[src/rtl/umultiplier_seq.sv]
// -----------------------------------------------------------------------------
// umultiplier_seq
//
// Sequential unsigned multiply / multiply-accumulate unit. A WIDTH x WIDTH
// product is formed by radix-2 shift-add over WIDTH cycles. The product can
// then replace, be added to, or be subtracted from an internal 2*WIDTH
// accumulator. Operations are requested with a start/busy/done handshake.
//
// Ports:
//   clk      in   1         clock, all state changes on the rising edge
//   rst      in   1         synchronous active-high reset
//   start    in   1         request, only sampled while busy=0
//   mode     in   2         00 MUL, 01 MAC_ADD, 10 MAC_SUB, 11 CLR
//   a        in   WIDTH     multiplicand (unsigned), latched on accepted start
//   b        in   WIDTH     multiplier (unsigned), latched on accepted start
//   busy     out  1         high while an operation is in progress
//   done     out  1         one-cycle pulse, product/ovf valid in this cycle
//   product  out  2*WIDTH   result register, held until the next done
//   ovf      out  1         carry (MAC_ADD) or borrow (MAC_SUB), else 0
// -----------------------------------------------------------------------------
module umultiplier_seq #(
    parameter int WIDTH = 32
) (
    input  logic               clk,
    input  logic               rst,
    input  logic               start,
    input  logic [1:0]         mode,
    input  logic [WIDTH-1:0]   a,
    input  logic [WIDTH-1:0]   b,
    output logic               busy,
    output logic               done,
    output logic [2*WIDTH-1:0] product,
    output logic               ovf
);

    localparam int PW = 2 * WIDTH;
    localparam int CW = (WIDTH > 1) ? $clog2(WIDTH) : 1;
    localparam logic [CW-1:0] LAST = CW'(WIDTH - 1);
    localparam logic [PW:0]   ONE  = 1;

    localparam logic [1:0] MODE_MUL = 2'b00;
    localparam logic [1:0] MODE_ADD = 2'b01;
    localparam logic [1:0] MODE_SUB = 2'b10;
    localparam logic [1:0] MODE_CLR = 2'b11;

    typedef enum logic [1:0] {
        IDLE,
        RUN,
        FINISH
    } state_t;

    state_t          state;
    logic [1:0]      mode_lat;
    logic [PW-1:0]   a_sh;
    logic [WIDTH-1:0] b_sh;
    logic [PW-1:0]   p;
    logic [PW-1:0]   acc;
    logic [CW-1:0]   cnt;

    logic [PW:0]     sum_add;
    logic [PW:0]     sum_sub;

    // Accumulate step. Subtraction is acc + ~P + 1; its carry out is the
    // inverse of the borrow, so ovf for MAC_SUB is the complement.
    always_comb begin
        sum_add = {1'b0, acc} + {1'b0, p};
        sum_sub = {1'b0, acc} + {1'b0, ~p} + ONE;
    end

    // Control and datapath. Instead of indexing b with the counter and
    // shifting a by it, b is shifted right and a left each iteration, so
    // iteration i sees b_lat[i] in b_sh[0] and a_lat << i in a_sh.
    always_ff @(posedge clk) begin
        if (rst) begin
            state    <= IDLE;
            busy     <= 1'b0;
            done     <= 1'b0;
            ovf      <= 1'b0;
            product  <= '0;
            acc      <= '0;
            p        <= '0;
            a_sh     <= '0;
            b_sh     <= '0;
            cnt      <= '0;
            mode_lat <= MODE_MUL;
        end else begin
            done <= 1'b0;
            case (state)
                IDLE: begin
                    if (start) begin
                        if (mode == MODE_CLR) begin
                            acc     <= '0;
                            product <= '0;
                            ovf     <= 1'b0;
                            done    <= 1'b1;
                        end else begin
                            mode_lat <= mode;
                            a_sh     <= {{WIDTH{1'b0}}, a};
                            b_sh     <= b;
                            p        <= '0;
                            cnt      <= '0;
                            busy     <= 1'b1;
                            state    <= RUN;
                        end
                    end
                end
                RUN: begin
                    if (b_sh[0]) begin
                        p <= p + a_sh;
                    end
                    a_sh <= a_sh << 1;
                    b_sh <= b_sh >> 1;
                    cnt  <= cnt + 1'b1;
                    if (cnt == LAST) begin
                        state <= FINISH;
                    end
                end
                FINISH: begin
                    case (mode_lat)
                        MODE_MUL: begin
                            product <= p;
                            acc     <= p;
                            ovf     <= 1'b0;
                        end
                        MODE_ADD: begin
                            product <= sum_add[PW-1:0];
                            acc     <= sum_add[PW-1:0];
                            ovf     <= sum_add[PW];
                        end
                        MODE_SUB: begin
                            product <= sum_sub[PW-1:0];
                            acc     <= sum_sub[PW-1:0];
                            ovf     <= ~sum_sub[PW];
                        end
                        default: begin
                            product <= '0;
                            acc     <= '0;
                            ovf     <= 1'b0;
                        end
                    endcase
                    busy  <= 1'b0;
                    done  <= 1'b1;
                    state <= IDLE;
                end
                default: begin
                    state <= IDLE;
                    busy  <= 1'b0;
                end
            endcase
        end
    end

endmodule

[config.mk]
export PLATFORM = sky130hd
export DESIGN_NAME = umultiplier_seq
export DESIGN_NICKNAME = d
export VERILOG_FILES = /design/src/rtl/umultiplier_seq.sv
export SDC_FILE = /design/constraint.sdc
export NUM_CORES = 1
export LEC_CHECK = 0
export BUFFER_PORTS_ARGS = -buffer_cell sky130_fd_sc_hd__buf_2
export CORE_MARGIN = 2
export CORE_UTILIZATION = 50
export CTS_CLUSTER_SIZE = 30
export DETAILED_ROUTE_END_ITERATION = 10
export PLACE_DENSITY = 0.68
export SYNTH_ARGS = -nofsm -noshare
export SYNTH_HDL_FRONTEND = slang
export SYNTH_SLANG_ARGS = --single-unit
export TNS_END_PERCENT = 100
[constraint.sdc]
create_clock -name clk -period 4.9 [get_ports clk]
set_input_delay 0.49 -clock clk [delete_from_list [all_inputs] [get_ports clk]]
set_output_delay 0.49 -clock clk [all_outputs]
set_load 0.03 [all_outputs]
Word level (Yosys, flattened, before mapping)
Cells that the tools add are included.
{"block": "totals", "mem_bits_rw": 0, "latchBits": 0, "inputBits": 69, "output_inout_bits": 67, "mem_bits_ro": 0, "memories": 0, "register_bits": 236, "elab_cells": 71}
{"block": "classes", "eq_ne": 11, "div_mod_pow": 0, "n_reduce_logical": 10, "addsub": 5, "shifts": 0, "muxes": 31, "multipliers": 0, "bitwise": 4, "n_lt_le_gt_ge": 0}
{"cell": "$mux W64", "count": 7}
{"cell": "$pmux W64 S2", "count": 3}
{"cell": "$pmux W64 S3", "count": 1}
{"cell": "$add A64 B64 Y65", "count": 2}
{"cell": "$add A65 B1 Y65 const B", "count": 1}
{"cell": "$add A64 B64 Y64", "count": 1}
{"cell": "$mux W32", "count": 2}
{"cell": "$not A64 Y64", "count": 1}
{"cell": "$pmux W32 S2", "count": 1}
{"cell": "$reduce_and A3 Y1", "count": 5}
{"cell": "$mux W5", "count": 2}
{"cell": "$ne A2 B2 Y1 const B", "count": 5}
{"cell": "$pmux W5 S2", "count": 1}
{"cell": "$pmux W1 S2", "count": 4}
{"cell": "$eq A2 B2 Y1 const B", "count": 3}
{"cell": "$mux W1", "count": 6}
{"cell": "$mux W2", "count": 3}
{"cell": "$add A5 B1 Y5 const B", "count": 1}
{"cell": "$eq A5 B5 Y1 const B", "count": 1}
{"cell": "$eq A2 B1 Y1 const B", "count": 2}
{"cell": "$logic_not A2 Y1", "count": 2}
{"cell": "$pmux W2 S2", "count": 1}
{"cell": "$reduce_and A4 Y1", "count": 1}
{"cell": "$reduce_bool A2 Y1", "count": 2}
{"cell": "$not A1 Y1", "count": 3}

Longest topological paths before layout
{"block": "depth", "ltp_word": 6, "depth_mapped": 15}

Least setup slack after synthesis
OpenSTA, ideal clock, no wires.
{"block": "synth_timing", "path_kind": "register to register", "startpoint": "reg acc[0]", "endpoint": "reg acc[60]", "path_buffers": 0, "path_slack_ps": 1165, "synth_period_minus_slack_ps": 3735, "t_required_ps": 4785, "setup_time_ps": 115, "stages_incl_launch_ff": 16, "arrival_ps": 3621, "path_cell_list": "dfxtp_1 > inv_1 > ha_1 > fa_1 > nand2b_1 > a211oi_1 > o311a_2 > o2111ai_2 > a31oi_4 > a311oi_1 > a211o_1 > o21a_1 > or4_1 > o21ai_0 > a2bb2oi_1 > o21a_1"}
{"block": "synth_between", "elab_chain_len": 4, "elab_cells_between_ends": 5}
{"item": "start: declaration", "line_no": "57", "text": "logic [PW-1:0] acc;"}
{"item": "start signal: assignment", "line_no": "122", "text": "acc <= p;"}
{"item": "start signal: assignment", "line_no": "127", "text": "acc <= sum_add[PW-1:0];"}
{"item": "start signal: assignment", "line_no": "132", "text": "acc <= sum_sub[PW-1:0];"}
{"item": "$add A64 B64 Y65", "line_no": "67", "text": "sum_sub = {1'b0, acc} + {1'b0, ~p} + ONE;"}
{"item": "$add A65 B1 Y65", "line_no": "67"}
{"item": "$pmux W64 S3 *", "line_no": "119", "text": "case (mode_lat)"}
{"item": "$pmux W64 S2 *", "line_no": "88", "text": "case (state)"}
Every way passes the cells marked *; elsewhere a longest branch is shown, timed or not.
A chain may end at the register's enable or synchronous reset.

Worst setup path after layout
{"block": "layout_timing", "startpoint": "reg p[4]", "endpoint": "reg acc[60]"}
{"block": "layout_between", "elab_chain_len": 5, "elab_cells_between_ends": 6}
{"item": "start: declaration", "line_no": "56", "text": "logic [PW-1:0] p;"}
{"item": "start signal: assignment", "line_no": "109", "text": "p <= p + a_sh;"}
{"item": "$not A64 Y64", "line_no": "67"}
{"item": "$add A64 B64 Y65", "line_no": "67"}
{"item": "$add A65 B1 Y65", "line_no": "67"}
{"item": "$pmux W64 S3 *", "line_no": "119"}
{"item": "$pmux W64 S2 *", "line_no": "88"}
Marked as above.

==> metrics <==
status completed; GP Congestion 0.999; minimum clock period 4.27 ns; hpwl dp 55.3 mm; IO buf count 135; Synth cell types 96; post-synth top area share 22.7%; die width 208 um; Nets 3154; peak supply drop 276 uV; Post-synth top cells 334 x nand2_1, 314 x a21oi_1, 309 x nor2_1; root buf cell clkbuf_16; post-synthesis sequential area ratio 22.7%; Fin Clk Skew 0.0255 ns; initial antenna violation count 2; clock latency on the worst-skew pair 0.59 ns; #FFs+latches synth 236; reg-to-reg startpoint p[4]; total congestion overflow 0; Critical Path Source Type flip-flop; WL per Instance 21.6 um; Sw Ratio 29.6%; Clock Tree Buf Depth 3; Final Max Tran Viols 0; CTS tree built; CP Cell Sequence inv_1 -> ha_1 -> nor2_1 -> a211oi_2 -> nand2_1 -> a311oi_2 -> o21ai_1 -> a21oi_1 -> nand2b_1 -> a21o_1 -> a31o_2 -> a311o_1 -> a2bb2oi_1 -> o21a_1; Post-synth ARST share 0%; wire length of the first global-routing pass 114 mm; Critical Path Stages 14; Via Count 22300; Logic pwr share 16.5%; ANT cells 0; dpl cells 3385; die area 0.0432 mm2; post-synth top area cell dfxtp_1; RSZ-0062 raised after global routing false; Worst-Margin Slew 1.06 ns; Pint 3700 uW; final worst path period share 87.1%; R2R depth 14; Site Rows 74; WS Path Type flip-flop to flip-flop; total CTS buffers 29; Final Non-Filler Cells 3438; Synthesis Warnings 0; H-tree depth 1; Area contributors post-synth dfxtp_1 23%, ha_1 12%, a21oi_1 7.6%; final hold vios 0; I/O pins 136; NetSw 1560 uW; Post-CTS Resized 0; core area 0.0409 mm2; Critical Path AT 4.75 ns; hold crit path type input port to flip-flop; largest net degree at the start of global routing 101; CP max stage delay 0.49 ns; Power Density 231 mW/mm2; CP startpoint p[4]; Initial Util 50.7%; CTS Sinks 236; predominant post-synthesis flop cell dfxtp_1; All-Layer GR Usage 32.6%; Slowest-stage cell, CP a21oi_1; Filler Cell Count 3954; post-synthesis average cell area 7.26 um2; worst-path maximum fanout 9; initial drt markers 2162; Post-Syn Nets 3130; post-route setup TNS 0 ns; critical path endpoint acc[60]; via/cell ratio 6.48; Setup crit end kind flip-flop; Synth Instances 2860; Fmax 234 MHz; vias in the first global route 20400; Final Util 55.7%; # Post-CTS Setup Buffers 0; Die Ht 208 um; post-synthesis instance area 0.0208 mm2; Critical path buffers and inverters 1; Reg area 0.00472 mm2; # hold bufs at CTS 0; Lkg Pwr 0.0102 uW; clock-pin slew on the worst setup and hold paths 0.06 ns; DRC viols 0; setup slack, reg-to-reg 0.63 ns; post-route ant nets 0; worst rel slew slack 29.2%; sequential group share of total power 38.8%; DRT Pass-1 Iters 6; power share of the clock group 44.6%; Multi-input gate area 0.0147 mm2; Final setup violation count 0; RR Endpoint acc[60]; most frequent cell after synthesis nand2_1; EDFF count, synth 0; crit-path leading delay family compound AO/OA/AOI/OAI gates; Max-Cap Viols 0; fraction of layout cells with a size suffix above 1 10.3%; area grow syn2layout 9.80%; Worst EP required 5.38 ns; Routed Wire Length 74.2 mm
[stage by stage]
step | hold WS, ns | setup WS [ns] | instance area, um2 | total power, uW
CTS | 0.145 | 0.778 | 22800 | 5280
floorplan | 0.455 | 1.16 | 20800 | 2670
global route | 0.162 | 0.408 | 22800 | 5430
detailed placement | 0.472 | 0.785 | 21800 | 2930
global placement | 0.464 | 0.893 | 21800 | 2920
finish | 0.157 | 0.630 | 22800 | 5260
[placed cells by master, fill, tap and decap left out, types with 30 or more instances in the layout]
master	count
nand2_1	334
a21oi_1	314
nor2_1	306
dfxtp_1	236
ha_1	195
inv_1	158
o21ai_0	141
buf_2	134
a22oi_1	80
a21o_1	74
a311oi_1	69
nand3_1	60
xnor2_1	58
o21bai_1	48
nor3_1	47
buf_4	43
nand4_1	39
a211oi_1	35
xor2_1	30
[worst min-delay path by stage]
stage	start	to	slack (ns)	cells past startpoint
floorplan	b_sh[11]	b_sh[10]	0.46	2
global placement	b_sh[8]	b_sh[7]	0.46	2
detailed placement	b_sh[23]	b_sh[22]	0.47	2
CTS	b[31]	b_sh[31]	0.14	3
global route	a[0]	a_sh[0]	0.16	3
finish	b[31]	b_sh[31]	0.16	3
[metal layers]
| metal | track usage [%] | share of wire, % | vias up | routed length, um |
|---|---|---|---|---|
| li1 | - | - | 10500 | - |
| met1 | 48.3 | 46 | 10500 | 34200 |
| met2 | 46.7 | 40 | 1055 | 29900 |
| met3 | 7.67 | 11 | 130 | 8300 |
| met4 | 8.63 | 2.4 | 0 | 1810 |
| met5 | 0 | 0 | - | 0 |
[layout make-up]
type                    instances  share of cell area (%)
clock buffers                  34                    3.44
clock inverters                19                    1.08
inverters                     165                    2.72
multi-input cells            2272                    64.5
flip-flops and latches        236                    20.7
well taps                     532                    2.92
repair buffers                180                    4.58
[power groups by stage]
stage	combinational [uW]	clock, uW	sequential, uW
after global placement	843	0	2080
final	869	2350	2040
after global routing	937	2450	2050
after CTS	854	2380	2040
after detailed placement	850	0	2080
after floorplan	617	0	2050
[sequential cells by signal (all words and copies together) (netlist names)]
register,count
mode_lat,2
cnt,5
a_sh,64
b_sh,32
done,1
busy,1
ovf,1
p,64
acc,64
state,2
[cell families after synthesis]
family / synth area share, %
AND/OR/NAND/NOR: 19.7
buffers and inverters: 6.56
adder cells (fa/ha/maj): 12.2
XOR/XNOR: 3.71
multiplexers: 0.398
AO/OA/AOI/OAI: 34.7
flip-flops: 22.7
[worst reg2reg max path, delay by kind of cell, from the launching register on]
| kind | cells | cell delay (ns) |
|---|---|---|
| buffers and inverters | 1 | 0.07 |
| AOI/OAI and AO/OA | 9 | 2.75 |
| and+or+nand+nor | 3 | 0.47 |
| adders and majority gates | 1 | 0.44 |
| DFF | 1 | 0.44 |
No activity file was read; power rests on OpenSTA's default activity.
